File: config.mk
export PLATFORM = sky130hd
export DESIGN_NAME = serial_adder_ctrl
export DESIGN_NICKNAME = d
export VERILOG_FILES = /design/src/rtl/serial_adder_ctrl.sv
export SDC_FILE = /design/constraint.sdc
export NUM_CORES = 1
export LEC_CHECK = 0
export ABC_AREA = 1
export CORE_MARGIN = 2
export CORE_UTILIZATION = 40
export DETAILED_ROUTE_END_ITERATION = 16
export DONT_BUFFER_PORTS = 1
export PLACE_DENSITY = 0.53
export SYNTH_ARGS = -nofsm -noshare
export SYNTH_HDL_FRONTEND = slang
export SYNTH_SLANG_ARGS = --single-unit
File: constraint.sdc
create_clock -name clk_i -period 1.1 [get_ports clk_i]
set_clock_uncertainty 0.1 [all_clocks]
set_input_delay 0 -clock clk_i [delete_from_list [all_inputs] [get_ports clk_i]]
set_output_delay 0 -clock clk_i [all_outputs]
set_load 0.03 [all_outputs]
File: src/rtl/serial_adder_ctrl.sv
// Bit-serial adder sequencer: one full-adder cell, one bit per clock, LSB first.
// Optional `SERIAL_ADD_OVF_EN adds a two's-complement overflow output (ovf_o).

module fulladder_rtl (
    input  logic a_i,
    input  logic b_i,
    input  logic c_i,
    output logic s_o,
    output logic c_o
);
    assign s_o = a_i ^ b_i ^ c_i;
    assign c_o = (a_i & b_i) | (c_i & (a_i ^ b_i));
endmodule

// state | meaning
// IDLE  | waiting for start, result held
// SHIFT | one operand bit added per edge
// DONE  | result valid (done pulse), may re-accept
module serial_adder_ctrl #(
    parameter int WIDTH = 8
) (
    input  logic             clk_i,
    input  logic             rst_i,
    input  logic             start_i,
    input  logic [WIDTH-1:0] a_i,
    input  logic [WIDTH-1:0] b_i,
    input  logic             cin_i,
    output logic             busy_o,
    output logic             done_o,
    output logic [WIDTH-1:0] sum_o,
`ifdef SERIAL_ADD_OVF_EN
    output logic             ovf_o,
`endif
    output logic             cout_o
);
    localparam int CW = (WIDTH > 1) ? $clog2(WIDTH) : 1;
    localparam logic [CW-1:0] CNT_LAST = CW'(WIDTH - 1);

    typedef enum logic [1:0] {IDLE, SHIFT, DONE} state_t;

    state_t           state_q, state_d;
    logic [WIDTH-1:0] a_sr_q, a_sr_d;
    logic [WIDTH-1:0] b_sr_q, b_sr_d;
    logic [WIDTH-1:0] sum_q, sum_d;
    logic [CW-1:0]    cnt_q, cnt_d;
    logic             carry_q, carry_d;
    logic             cout_q, cout_d;
    logic             fa_s, fa_co;
    logic             accept;
`ifdef SERIAL_ADD_OVF_EN
    logic             ovf_q, ovf_d;
`endif

    fulladder_rtl u_fa (
        .a_i (a_sr_q[0]),
        .b_i (b_sr_q[0]),
        .c_i (carry_q),
        .s_o (fa_s),
        .c_o (fa_co)
    );

    assign accept = start_i && (state_q != SHIFT);

    always_comb begin
        state_d = state_q;
        a_sr_d  = a_sr_q;
        b_sr_d  = b_sr_q;
        sum_d   = sum_q;
        cnt_d   = cnt_q;
        carry_d = carry_q;
        cout_d  = cout_q;
`ifdef SERIAL_ADD_OVF_EN
        ovf_d   = ovf_q;
`endif
        case (state_q)
            IDLE:  state_d = start_i ? SHIFT : IDLE;
            SHIFT: begin
                a_sr_d  = a_sr_q >> 1;
                b_sr_d  = b_sr_q >> 1;
                // New bit enters at the MSB so bit 0 lands at the LSB after WIDTH shifts.
                sum_d   = (sum_q >> 1) | (WIDTH'(fa_s) << (WIDTH - 1));
                carry_d = fa_co;
                cnt_d   = cnt_q + CW'(1);
                if (cnt_q == CNT_LAST) begin
                    state_d = DONE;
                    cout_d  = fa_co;
`ifdef SERIAL_ADD_OVF_EN
                    ovf_d   = carry_q ^ fa_co;
`endif
                end
            end
            DONE:    state_d = start_i ? SHIFT : IDLE;
            default: state_d = IDLE;
        endcase
        if (accept) begin
            a_sr_d  = a_i;
            b_sr_d  = b_i;
            carry_d = cin_i;
            cnt_d   = '0;
        end
    end

    always_ff @(posedge clk_i or posedge rst_i) begin
        if (rst_i) begin
            state_q <= IDLE;
            a_sr_q  <= '0;
            b_sr_q  <= '0;
            sum_q   <= '0;
            cnt_q   <= '0;
            carry_q <= 1'b0;
            cout_q  <= 1'b0;
`ifdef SERIAL_ADD_OVF_EN
            ovf_q   <= 1'b0;
`endif
        end else begin
            state_q <= state_d;
            a_sr_q  <= a_sr_d;
            b_sr_q  <= b_sr_d;
            sum_q   <= sum_d;
            cnt_q   <= cnt_d;
            carry_q <= carry_d;
            cout_q  <= cout_d;
`ifdef SERIAL_ADD_OVF_EN
            ovf_q   <= ovf_d;
`endif
        end
    end

    assign busy_o = (state_q == SHIFT);
    assign done_o = (state_q == DONE);
    assign sum_o  = sum_q;
    assign cout_o = cout_q;
`ifdef SERIAL_ADD_OVF_EN
    assign ovf_o  = ovf_q;
`endif

endmodule

After elaboration in Yosys (flattened, before gate mapping)
Index checks and enable logic that the tools add are counted.

word-level totals
  bits in registers = 31
  bits of input ports = 20
  output and inout port bits = 11
  logic and storage cells = 35

cells by class
  $add $sub $neg = 1
  equal/unequal tests = 5
  multiplexer cells = 11
  bitwise gates (word level) = 6
  reductions and logical operators = 5

operators by type and width
  kind                                                                      number
  8-bit 2-to-1 mux                                                          4
  7-bit by 8-bit bitwise OR with 8-bit output                               1
  3-bit 2-to-1 mux                                                          2
  2-bit by 1-bit inequality test with 1-bit output (second input constant)  2
  2-bit case mux with 2 select lines                                        1
  3-bit by 1-bit adder with 3-bit output (second input constant)            1
  3-bit == test (second input constant)                                     1
  1-bit 2-to-1 mux                                                          3
  1-bit AND                                                                 2
  2-bit by 1-bit == test with 1-bit output (second input constant)          1
  2-bit == test (second input constant)                                     1
  2-bit logical NOT                                                         1
  2-bit 2-to-1 mux                                                          1
  2-bit AND reduction                                                       1
  2-bit nonzero test                                                        1
  2-bit OR reduction                                                        1
  1-bit XOR                                                                 2
  1-bit logical AND                                                         1
  1-bit bitwise OR                                                          1

Depth between registers and ports, before layout
Gate-level depths: netlist of run 1.

  depth in word-level cells = 5
  depth in mapped cells = 6
  depth with buffers taken out = 6

Cells and area by module
A second synthesis of run 1 with hierarchy kept.

second synthesis, totals
  cells, all modules = 155
  area, all modules = 1392.6 µm²

modules (own cells, without submodules)
  module             times used  cells an instance  area an instance (µm²)  seq. area each (µm²)
  serial_adder_ctrl  1           154                1372.6                  775.7
  fulladder_rtl      1           1                  20.0                    0.0

Worst setup path before layout of run 1
Ideal clock, no wire load.

  path type = reg2reg
  from = register carry_q
  to = register sum_q[7], in the netlist sum_o[7]
  library setup time = 126 ps
  arrival time = 960 ps
  data required time = 874 ps
  path slack = -86 ps
  stages on the path, launching flop included = 4
  path buffers = 0
  clock period less this slack = 1186 ps
  path through = dfrtp_1 > fa_1 > nand2_1 > o21ai_0

between the ends
  cells in the longest elaborated chain, start to end = 2

ends and longest elaborated chain
  element                                      line  RTL
  start: declaration                           46    logic carry_q, carry_d;
  start signal: assignment                     121   carry_q <= carry_d;
  1-bit XOR                                    11    assign s_o = a_i ^ b_i ^ c_i;
  net fa_s                                     48    logic fa_s, fa_co;
  7-bit by 8-bit bitwise OR with 8-bit output  81    sum_d = (sum_q >> 1) | (WIDTH'(fa_s) << (WIDTH - 1));
  end signal: assignment                       119   sum_q <= sum_d;
  end: declaration                             44    logic [WIDTH-1:0] sum_q, sum_d;

The timed path passes the listed nets, and every way through them passes these cells.
A chain may end at the register's enable or synchronous reset.

Worst setup path in the final report of run 1
  from = register state_q[0]
  to = register a_sr_q[6]

between the ends
  cells in the longest elaborated chain, start to end = 3
  elaborated cells on any way between the ends = 5
  those cells by class = eq/ne (2); mux (1); reduce/logical (2)

ends and longest elaborated chain
  element                                                 line  RTL
  start: declaration                                      41    state_t state_q, state_d;
  start signal: assignment                                116   state_q <= state_d;
  2-bit by 1-bit inequality test with 1-bit output        62    assign accept = start_i && (state_q != SHIFT);
  1-bit logical AND                                       62
  8-bit 2-to-1 mux or 2-bit nonzero test (tied branches)  --
  end signal: assignment                                  117   a_sr_q <= a_sr_d;
  end: declaration                                        42    logic [WIDTH-1:0] a_sr_q, a_sr_d;

Several ways; a longest one is shown, not always the timed one.

==> summary.md, run 1 <==
| Metric | Value |
|---|---|
| Outcome | finished with violations |
| Failing checks | negative hold slack, negative setup slack |
| CP Cell Sequence | buf_6 > buf_4 > nand2_8 > clkbuf_16 > nand3_1 > nand3_1 |
| Final Hold Vio Count | 17 |
| Nets@finish | 224 |
| CTS sink count | 31 |
| Crit-path max cell delay | 0.42 ns |
| Synth unique cells | 14 |
| Tmin final | 1.30 ns |
| Largest area contributor in the netlist | dfrtp_1 |
| Maxcap violations | 0 |
| Worst hold slack | -0.286 ns |
| All-Layer GR Usage | 18.2% |
| Maximum fanout along the worst path | 9 |
| #FFs+latches synth | 31 |
| Die span in x | 63.0 um |
| Mapped Cells | 155 |
| Detail Placement HPWL | 2000 um |
| Fin Setup TNS | -5.14 ns |
| Final cycle utilization of the critical path | 118% |
| H-tree depth | 2 |
| Share of layout cells above drive strength 1 | 30.7% |
| Routed len/inst | 14.2 um |
| Total Power | 5770 uW |
| Syn Area/Cell | 8.98 um2 |
| Worst EP arrival | 1.48 ns |
| Register area share after synthesis | 55.7% |
| First-pass GRT wire length | 5580 um |
| Starting Density | 41.7% |
| Place WS | -0.129 ns |
| RR Startpoint | state_q[0] |
| Top cell type's share of synthesized area | 55.7% |
| Drc violations | 0 |
| Floorplan row count | 21 |
| Total grt overflow | 0 |
| CTS buffer count | 5 |
| DP Area | 1580 um2 |
| Worst-Margin Slew | 0.397 ns |
| Worst EP required | 1.27 ns |
| Static Leak | 0.00101 uW |
| Final ANT Viol Nets | 0 |
| N_diodes | 0 |
| 1st-iter DRT viols | 53 |
| Count of final setup violators | 32 |
| Rel. slew slack | 73.5% |
| Pin count of the biggest net entering global routing | 32 |
| Chip height | 63.0 um |
| Initial antenna violation count | 0 |
| CP max stage cell | dfrtp_1 |
| Cell Pwr Density | 2750 nW/um2 |
| Worst Setup SP | state_q[0] |
| Clk slew on worst S/H paths | 0.10 ns |
| Max Freq | 768 MHz |
| I/O pins | 31 |
| Initial DRT Pass Iterations | 4 |
| VDD IR max | 1.27 mV |
| Worst skew pair latency | 0.33 ns |
| Pins Over Slew Limit | 0 |
| Mapped cell area | 1390 um2 |
| Ys Warns | 0 |
| CTS tree | yes |
| Area Overhead vs Synth | 50.3% |
| CP most frequent cell | nand3_1 |
| Worst hold path class | input pin to flip-flop |
| Largest cells by area after synthesis | dfrtp_1, nand3_1, nand2_1 |
| Post-Route WL | 3520 um |
| Total number of vias | 1247 |
| DR vias/cell | 5.03 |
| Slack of the critical path | -0.202 ns |
| Vias in the first global route | 1171 |
| Root buffer cell | clkbuf_4 |
| Final Cell Area | 2090 um2 |
| Clock Path Buffers | 2 |
| RSZ-0062 raised after global routing | true |
| Type of origin of the critical path | flip-flop |
| Setup crit end kind | flip-flop |
| Net Count, Synth | 178 |
| Die footprint | 3970 um2 |
| GP Congestion | 0.706 |
| Hold Path Origin | start_i |
| Layout Utilization | 62.7% |
| Critical path type | flip-flop to flip-flop |
| Port-buffer cells | 0 |
| Core Area | 3340 um2 |
Yosys cell counts (all sizes together):
| master | instances |
|---|---|
| o21ai | 4 |
| fa | 1 |
| nor2 | 3 |
| dfrtp | 31 |
| o22ai | 1 |
| nand2 | 44 |
| ha | 2 |
| nand3 | 52 |
| inv | 6 |
| buf | 11 |
critical path, delay by kind of cell, from the launching register on:
kind          cells  cell delay (ns)
buf+inv           3             0.44
flops             1             0.42
simple gates      3             0.27
final cells by class:
| cell class | count | area [um2] |
|---|---|---|
| fillers | 304 | 1240 |
| flip-flops and latches | 31 | 776 |
| multi-input cells | 107 | 634 |
| repair buffers | 50 | 534 |
| clock buffers | 8 | 68.8 |
| well taps | 46 | 57.6 |
| inverters | 6 | 22.5 |
path summary, 6_finish.rpt:
path / endpoint / slack, ns / cells past startpoint
worst max-delay path: a_sr_q[6] / -0.20 / 6
worst min-delay path: a_sr_q[4] / -0.29 / 2
worst max register to register: a_sr_q[6] / -0.20 / 6
worst min register to register: sum_o[0] / 0.39 / 2
max in group asynchronous: cnt_q[0] / 0.53 / 3
min in group asynchronous: cnt_q[2] / 0.08 / 3
per-stage QoR:
step                hold WS [ns]  instances
floorplan                0.00351        155
global placement          -0.103        212
detailed placement       -0.0969        212
CTS                       -0.297        237
global route              -0.307        248
finish                    -0.286        248
placed cells by master (no fill, tap or decap), types with 4 or more instances in the layout:
cell           instances
buf_4                 20
buf_6                  7
dfrtp_1               31
nand3_1               40
nand2_1               43
dlygate4sd3_1         17
o21ai_1                4
clkbuf_4               5
nand3_2               10
metal layers:
layer  track usage (%)  up-vias  share of wire (%)
met3              5.41        6                4.3
li1                  -      604                  -
met4              6.67        0                1.4
met5                 0        -                  0
met1              25.3      608                 47
met2              26.9       29                 48
report_power, final:
group / switching [uW] / internal (uW)
Combinational: 1560 / 1530
Sequential: 309 / 1600
Clock: 389 / 376
timing repair:
item,in CTS,in global routing
buffers inserted,5,2
pin swaps,2,5
gates cloned,1,3
endpoints found under the hold margin,52,17
hold buffers,11,6
setup endpoints to repair,31,32
gates resized for setup,12,22
logic make-up (layout without fill, tap and decap cells):
group | Yosys count | count (layout) | synth area share, %
adder cells (fa/ha/maj) | 3 | 3 | 3.23
AO/OA/AOI/OAI | 5 | 5 | 1.89
buffers and inverters | 17 | 64 | 7.10
flip-flops | 31 | 31 | 55.7
AND/OR/NAND/NOR | 99 | 99 | 32.1
sequential cells by signal (all words and copies together), names as in the netlist:
signal / cells
cout_o: 1
state_q: 2
carry_q: 1
cnt_q: 3
a_sr_q: 8
b_sr_q: 8
sum_o: 8
Power figures use the tool's default switching activity.
==> run 2, diff against run 1 <==
- CORE_UTILIZATION: 40 -> 55
- PLACE_DENSITY: 0.53 -> 0.7
==> run 2 against run 1 <==
  * The run now fails in 5_1_grt
  * Synthesized cell count unchanged
  * Area after synthesis unchanged
==> summary.md, run 2 <==
| Metric | Value |
|---|---|
| Outcome | did not finish |
| Last stage | 5_1_grt |
| Error msg | [ERROR DPL-0038] Utilization greater than 100%, impossible to legalize |
| Post-synth EDFFs | 0 (unchanged) |
| Port-buffer cells | 0 (unchanged) |
| H-tree depth | 2 (unchanged) |
| Clock Path Buffers | 2 (unchanged) |
| Worst EP post-GRT repair | busy_o |
| Chip height | 54.3 um (-14%) |
| Mapped cell area | 1390 um2 (unchanged) |
| Pin count of the biggest net entering global routing | 32 |
| Floorplan row count | 18 (-14%) |
| Die span in x | 54.3 um (-14%) |
| Net Count, Synth | 178 (unchanged) |
| I/O pins | 31 (unchanged) |
| Cell with the most instances after synthesis | nand3_1 |
| Prevailing post-synth register cell | dfrtp_1 |
| CTS buffer count | 5 (unchanged) |
| Category of the worst endpoint | top-level output |
| #FFs+latches synth | 31 (unchanged) |
| GP Congestion | 0.803 (+14%) |
| Ys Warns | 0 (unchanged) |
| Starting Density | 57.3% (+16 points) |
| Root buffer cell | clkbuf_4 |
| Place WS | -0.146 ns (-0.0165 ns) |
| Largest cells by area after synthesis | dfrtp_1, nand3_1, nand2_1 |
| Synth unique cells | 14 (unchanged) |
| Cell count after placement | 194 (-8.5%) |
| Top cells by count, synth | nand3_1, nand2_1, dfrtp_1, buf_2, inv_1 |
| Detail Placement HPWL | 2010 um (+0.89%) |
| Largest area contributor in the netlist | dfrtp_1 |
| Top cell type's share of synthesized area | 55.7% (unchanged) |
| Post-synth ARST share | 100% (unchanged) |
| Syn Area/Cell | 8.98 um2 (unchanged) |
| Register area share after synthesis | 55.7% (unchanged) |
| Mapped Cells | 155 (unchanged) |
| CTS sink count | 31 (unchanged) |
| DP Area | 1550 um2 (-2.2%) |
## run 2: kinds of logic after synthesis
kind of cell	count (synthesis)	share of synthesized area [%]
AOI/OAI and AO/OA	5	1.89
adders and majority gates	3	3.23
buffers and inverters	17	7.10
DFF	31	55.7
and+or+nand+nor	99	32.1
## run 2: repair_timing
action                                 CTS
hold buffers                            13
pin swaps                               12
endpoints found under the hold margin   48
setup buffers                            7
gates cloned                             6
setup endpoints to repair               32
resized for setup                       63
## run 2: per-stage QoR
stage / TNS, ns / hold slack (ns)
after floorplan: -0.179 / 0.00351
after detailed placement: -0.994 / -0.102
after CTS: -3.70 / -0.322
after global placement: -0.443 / -0.115
==> run 3, diff against run 2 <==
- CORE_AREA: unset -> 2 2 63 65
- CORE_MARGIN: 2 -> unset
- CORE_UTILIZATION: 55 -> unset
- DIE_AREA: unset -> 0 0 65 67
- PLACE_DENSITY: 0.7 -> unset
- PLACE_DENSITY_LB_ADDON: unset -> 0.15
- clock period: 1.1 -> 1.4 ns (I/O delays scaled with it)
==> run 3 against run 2 <==
  * The flow now finishes, with violations (negative hold slack)
==> summary.md, run 3 (synthesis gave the netlist of run 1 again) <==
| Metric | Value |
|---|---|
| Core Area | 3610 um2 |
| Resized Gates After CTS | 0 (-100%) |
| Worst EP arrival | 1.29 ns |
| Starting Density | 38.6% (-19 points) |
| CP Cell Sequence | ha_1 > ha_1 > inv_1 > nor2_1 > nand2_1 > nand2_1 |
| Nets@finish | 186 |
| Met3 Wirelength | 136 um |
| Drc violations | 0 |
| Post-CTS setup buffer count | 0 (-7) |
| Rel. slew slack | 73.9% |
| Vias in the first global route | 1045 |
| Initial DRT Pass Iterations | 4 |
| Final Hold Vio Count | 17 |
| Die span in x | 65 um (+20%) |
| CTS buffer count | 5 (unchanged) |
| Max Freq | 817 MHz |
| Count of final setup violators | 0 |
| H-tree depth | 2 (unchanged) |
| Most common cell after layout, fill and taps aside | nand3_1 |
| Total number of vias | 1058 |
| Pin count of the biggest net entering global routing | 35 |
| Fin Setup TNS | 0 ns |
| Failing checks | negative hold slack |
| Final cycle utilization of the critical path | 87.4% |
| Maxcap violations | 0 |
| CTS sink count | 31 (unchanged) |
| Worst EP required | 1.47 ns |
| Initial antenna violation count | 0 |
| Maximum fanout along the worst path | 3 |
| CTS tree | yes |
| Fin cells | 210 |
| Outcome | finished with violations |
| Worst reg-to-reg path cell count | 6 |
| Cell Pwr Density | 2250 nW/um2 |
| Worst-Margin Slew | 0.392 ns |
| Root buffer cell | clkbuf_8 |
| Buf/Inv on CP | 1 |
| Worst hold path class | input pin to flip-flop |
| N_diodes | 0 |
| VDD IR max | 0.740 mV |
| Most frequent cells in the layout | nand3_1, nand2_1, dfrtp_1 |
| CP delay by family, top | flip-flops |
| First-pass GRT wire length | 4850 um |
| Die footprint | 4360 um2 |
| Worst skew pair latency | 0.28 ns |
| Final ANT Viol Nets | 0 |
| Clk slew on worst S/H paths | 0.06 ns |
| Total grt overflow | 0 |
| Detail Placement HPWL | 1860 um (-7.6%) |
| Pins Over Slew Limit | 0 |
| RSZ-0062 raised after global routing | false |
| Setup crit end kind | flip-flop |
| Static Leak | 0.000780 uW |
| Routed length on met1 | 1280 um |
| CP max stage cell | dfrtp_1 |
| Routed len/inst | 13.4 um |
| Top Layer Used | met4 |
| Share of layout cells above drive strength 1 | 9.26% |
| Total Power | 3540 uW |
| 1st-iter DRT viols | 40 |
| I/O pins | 31 (unchanged) |
| Floorplan row count | 22 (+4) |
| Critical path type | flip-flop to flip-flop |
| Port-buffer cells | 0 (unchanged) |
| Chip height | 67 um (+23%) |
| Met2 wire length | 1340 um |
| Cell count after placement | 200 (+3.1%) |
| All-Layer GR Usage | 15.5% |
| Clock Path Buffers | 2 (unchanged) |
| Worst hold slack | -0.227 ns |
| DR vias/cell | 5.04 |
| Post-Route WL | 2820 um |
| GP Congestion | 0.759 (-5.4%) |
| Stages on worst setup path | 6 |
| Tmin final | 1.22 ns |
| Area Overhead vs Synth | 13.0% |
| Crit-path max cell delay | 0.40 ns |
| Type of origin of the critical path | flip-flop |
| CTS Hold Bufs | 4 (-9) |
| Worst Hold Depth | 2 |
run 3: area by class of cell:
cell class / instances / area (um2)
Fill cell: 362 / 2030
Sequential cell: 31 / 776
Multi-Input combinational cell: 107 / 518
Timing Repair Buffer: 12 / 125
Clock buffer: 6 / 72.6
Tap cell: 48 / 60.1
Inverter: 6 / 22.5
run 3: path summary, 6_finish.rpt:
check / slack, ns / end / from
setup / recovery: 0.18 / cout_o / cnt_q[0]
hold reg to reg: 0.39 / b_sr_q[1] / b_sr_q[2]
max in group asynchronous: 0.78 / sum_o[1] / rst_i
min in group asynchronous: 0.14 / sum_o[5] / rst_i
setup reg to reg: 0.18 / cout_o / cnt_q[0]
hold / removal: -0.23 / b_sr_q[5] / start_i
run 3: through the flow:
stage               utilization [%]  instance area [um2]  worst slack [ns]
floorplan                         -                 1390             0.214
global placement               40.5                 1460             0.201
detailed placement             40.5                 1460             0.175
CTS                            43.7                 1570             0.166
global route                   43.7                 1570            0.0868
finish                         43.7                 1570             0.176
run 3: power by group:
group	internal (uW)	switching [uW]
sequential	1260	409
combinational	494	758
clock	330	292
run 3: worst register-to-register path, delay by kind of cell (launching register included):
family | cells | cell delay (ns)
DFF | 1 | 0.40
adders and majority gates | 2 | 0.39
and+or+nand+nor | 3 | 0.16
buffers and inverters | 1 | 0.07
run 3: per-layer routing:
metal,global-route usage [%],up-vias
li1,-,523
met1,17.5,507
met2,25.1,21
met3,5.41,7
met4,9.57,0
met5,0,-
==> run 4, diff against run 3 <==
- MAX_ROUTING_LAYER: unset -> met4
- PLACE_DENSITY: unset -> 0.61
- PLACE_DENSITY_LB_ADDON: 0.15 -> unset
==> run 4 against run 3 <==
  * The flow now finishes without violations
  * Setup slack got worse by 0.014 ns
  * Sequential share of layout area fell by 4.4 points
  * Fmax fell by 1.2%
  * Utilization rose by 4.3 points
  * Combinational power barely moved
  * Critical path type unchanged
  * Largest cell class unchanged
  * Highest routed layer unchanged
==> summary.md, run 4 (synthesis gave the netlist of run 1 again) <==
| Metric | Value |
|---|---|
| Outcome | finished, final reports clean |
| Pins Over Slew Limit | 0 (unchanged) |
| Resized Gates After CTS | 0 (unchanged) |
| Clk slew on worst S/H paths | 0.06 ns (about the same) |
| Routed length on met1 | 1430 um (+11%) |
| Tmin final | 1.24 ns (+0.0145 ns) |
| VDD IR max | 0.767 mV (+3.7%) |
| Final Cell Area | 1730 um2 (+9.9%) |
| H-tree depth | 2 (unchanged) |
| Area Overhead vs Synth | 24.2% |
| Worst skew pair latency | 0.27 ns (about the same) |
| Met2 wire length | 1420 um (+6.4%) |
| Maxcap violations | 0 (unchanged) |
| Core Area | 3610 um2 (unchanged) |
| DP Area | 1440 um2 (-1.5%) |
| Worst-Margin Slew | 0.651 ns (+0.259 ns) |
| Total number of vias | 1113 (+5.2%) |
| Nets@finish | 198 (+6.5%) |
| 1st-iter DRT viols | 106 (+170%) |
| Vias in the first global route | 1097 (+5.0%) |
| Die span in x | 65 um (unchanged) |
| Filler cell count | 348 (-3.9%) |
| Most frequent cells in the layout | nand3_1, nand2_1, dfrtp_1 |
| Crit-path max cell delay | 0.53 ns (+0.13 ns) |
| RSZ-0062 raised after global routing | false |
| Worst EP arrival | 1.33 ns (+0.04 ns) |
| Floorplan row count | 22 (unchanged) |
| Root buffer cell | clkbuf_8 |
| Chip height | 67 um (unchanged) |
| Final Hold Vio Count | 0 (-17) |
| CP Cell Sequence | fa_1 > nand2_1 > o21ai_0 |
| RR Startpoint | carry_q |
| DR vias/cell | 4.97 (-1.4%) |
| Port-buffer cells | 0 (unchanged) |
| Maximum fanout along the worst path | 2 (-1) |
| CP max stage cell | fa_1 |
| CTS tree | yes |
| CTS Hold Bufs | 19 (+15) |
| Total Power | 3700 uW (+4.6%) |
| Type of origin of the critical path | flip-flop |
| Static Leak | 0.000842 uW (+8.0%) |
| Reg2Reg Setup Slack | 0.16 ns (about the same) |
| CTS buffer count | 5 (unchanged) |
| Critical path type | flip-flop to flip-flop |
| Total grt overflow | 0 (unchanged) |
| CP delay by family, top | adder cells |
| Count of final setup violators | 0 (unchanged) |
| Buf/Inv on CP | 0 (-1) |
| Starting Density | 38.6% (unchanged) |
| CTS sink count | 31 (unchanged) |
| Detail Placement HPWL | 1880 um (+0.76%) |
| Initial antenna violation count | 0 (unchanged) |
| Final cycle utilization of the critical path | 88.4% (+1.0 points) |
| Fin Setup TNS | 0 ns (unchanged) |
| Post-Route WL | 3060 um (+8.3%) |
| Crit Reg-Reg Endpoint | sum_o[7] |
| Pin count of the biggest net entering global routing | 49 (+40%) |
| Worst EP required | 1.50 ns (+0.03 ns) |
| Worst reg-to-reg path cell count | 3 (-3) |
| Initial DRT Pass Iterations | 4 (unchanged) |
| N_diodes | 0 (unchanged) |
| Cell Pwr Density | 2140 nW/um2 (-4.8%) |
| All-Layer GR Usage | 16.8% (+1.3 points) |
| Die footprint | 4360 um2 (unchanged) |
| Routed len/inst | 13.7 um (+1.6%) |
| Max Freq | 808 MHz (-1.2%) |
| Share of layout cells above drive strength 1 | 7.95% (-1.3 points) |
| First-pass GRT wire length | 5280 um (+8.8%) |
| Top Layer Used | met4 |
| Drc violations | 0 (unchanged) |
| Post-CTS setup buffer count | 0 (unchanged) |
| Rel. slew slack | 56.5% (-17 points) |
| Met3 Wirelength | 168 um (+24%) |
| Setup crit end kind | flip-flop |
| Clock Path Buffers | 2 (unchanged) |
| Most common cell after layout, fill and taps aside | nand3_1 |
| Worst hold path class | input pin to async pin |
| GP Congestion | 0.705 (-7.1%) |
| Final ANT Viol Nets | 0 (unchanged) |
| I/O pins | 31 (unchanged) |
==> run 4: cell type report <==
class	count	area (um2)	area share, %
tap	48	60.1	3.47
timing repair buffer	24	253	14.6
inverter	6	22.5	1.30
clock buffer	8	100	5.79
multi-input combinational	107	518	30.0
sequential	31	776	44.9
==> run 4: power by group <==
group | switching, uW | internal [uW] | total [uW]
registers | 451 | 1260 | 1710
logic | 751 | 485 | 1240
clock network | 311 | 448 | 759
==> run 4: how the worst max path moves through the flow <==
stage,start,endpoint,depth (start not counted)
final,carry_q,sum_o[7],3
after global routing,cnt_q[0],cout_o,6
after CTS,cnt_q[0],cout_o,6
after detailed placement,cnt_q[0],cout_o,6
after global placement,carry_q,sum_o[7],3
after floorplan,carry_q,sum_o[7],3
==> run 4: through the flow <==
step | utilization [%] | setup WS (ns) | instances | hold WS, ns
floorplan | - | 0.214 | 155 | 0.00351
global placement | 39.9 | 0.201 | 197 | -0.111
detailed placement | 39.9 | 0.158 | 197 | -0.0984
CTS | 48.0 | 0.149 | 224 | 0.140
global route | 48.0 | 0.0803 | 224 | 0.185
finish | 48.0 | 0.162 | 224 | 0.137
==> run 4: tightest hold or removal path, stage by stage <==
cell           delay (ns)
dlygate4sd3_1        0.53
inv_1                0.05
buf_4                0.34
==> run 4: metal layers <==
metal,vias up,track usage [%]
met5,-,-
met4,0,6.38
met3,4,5.57
met2,29,25.5
met1,527,20.8
li1,553,-
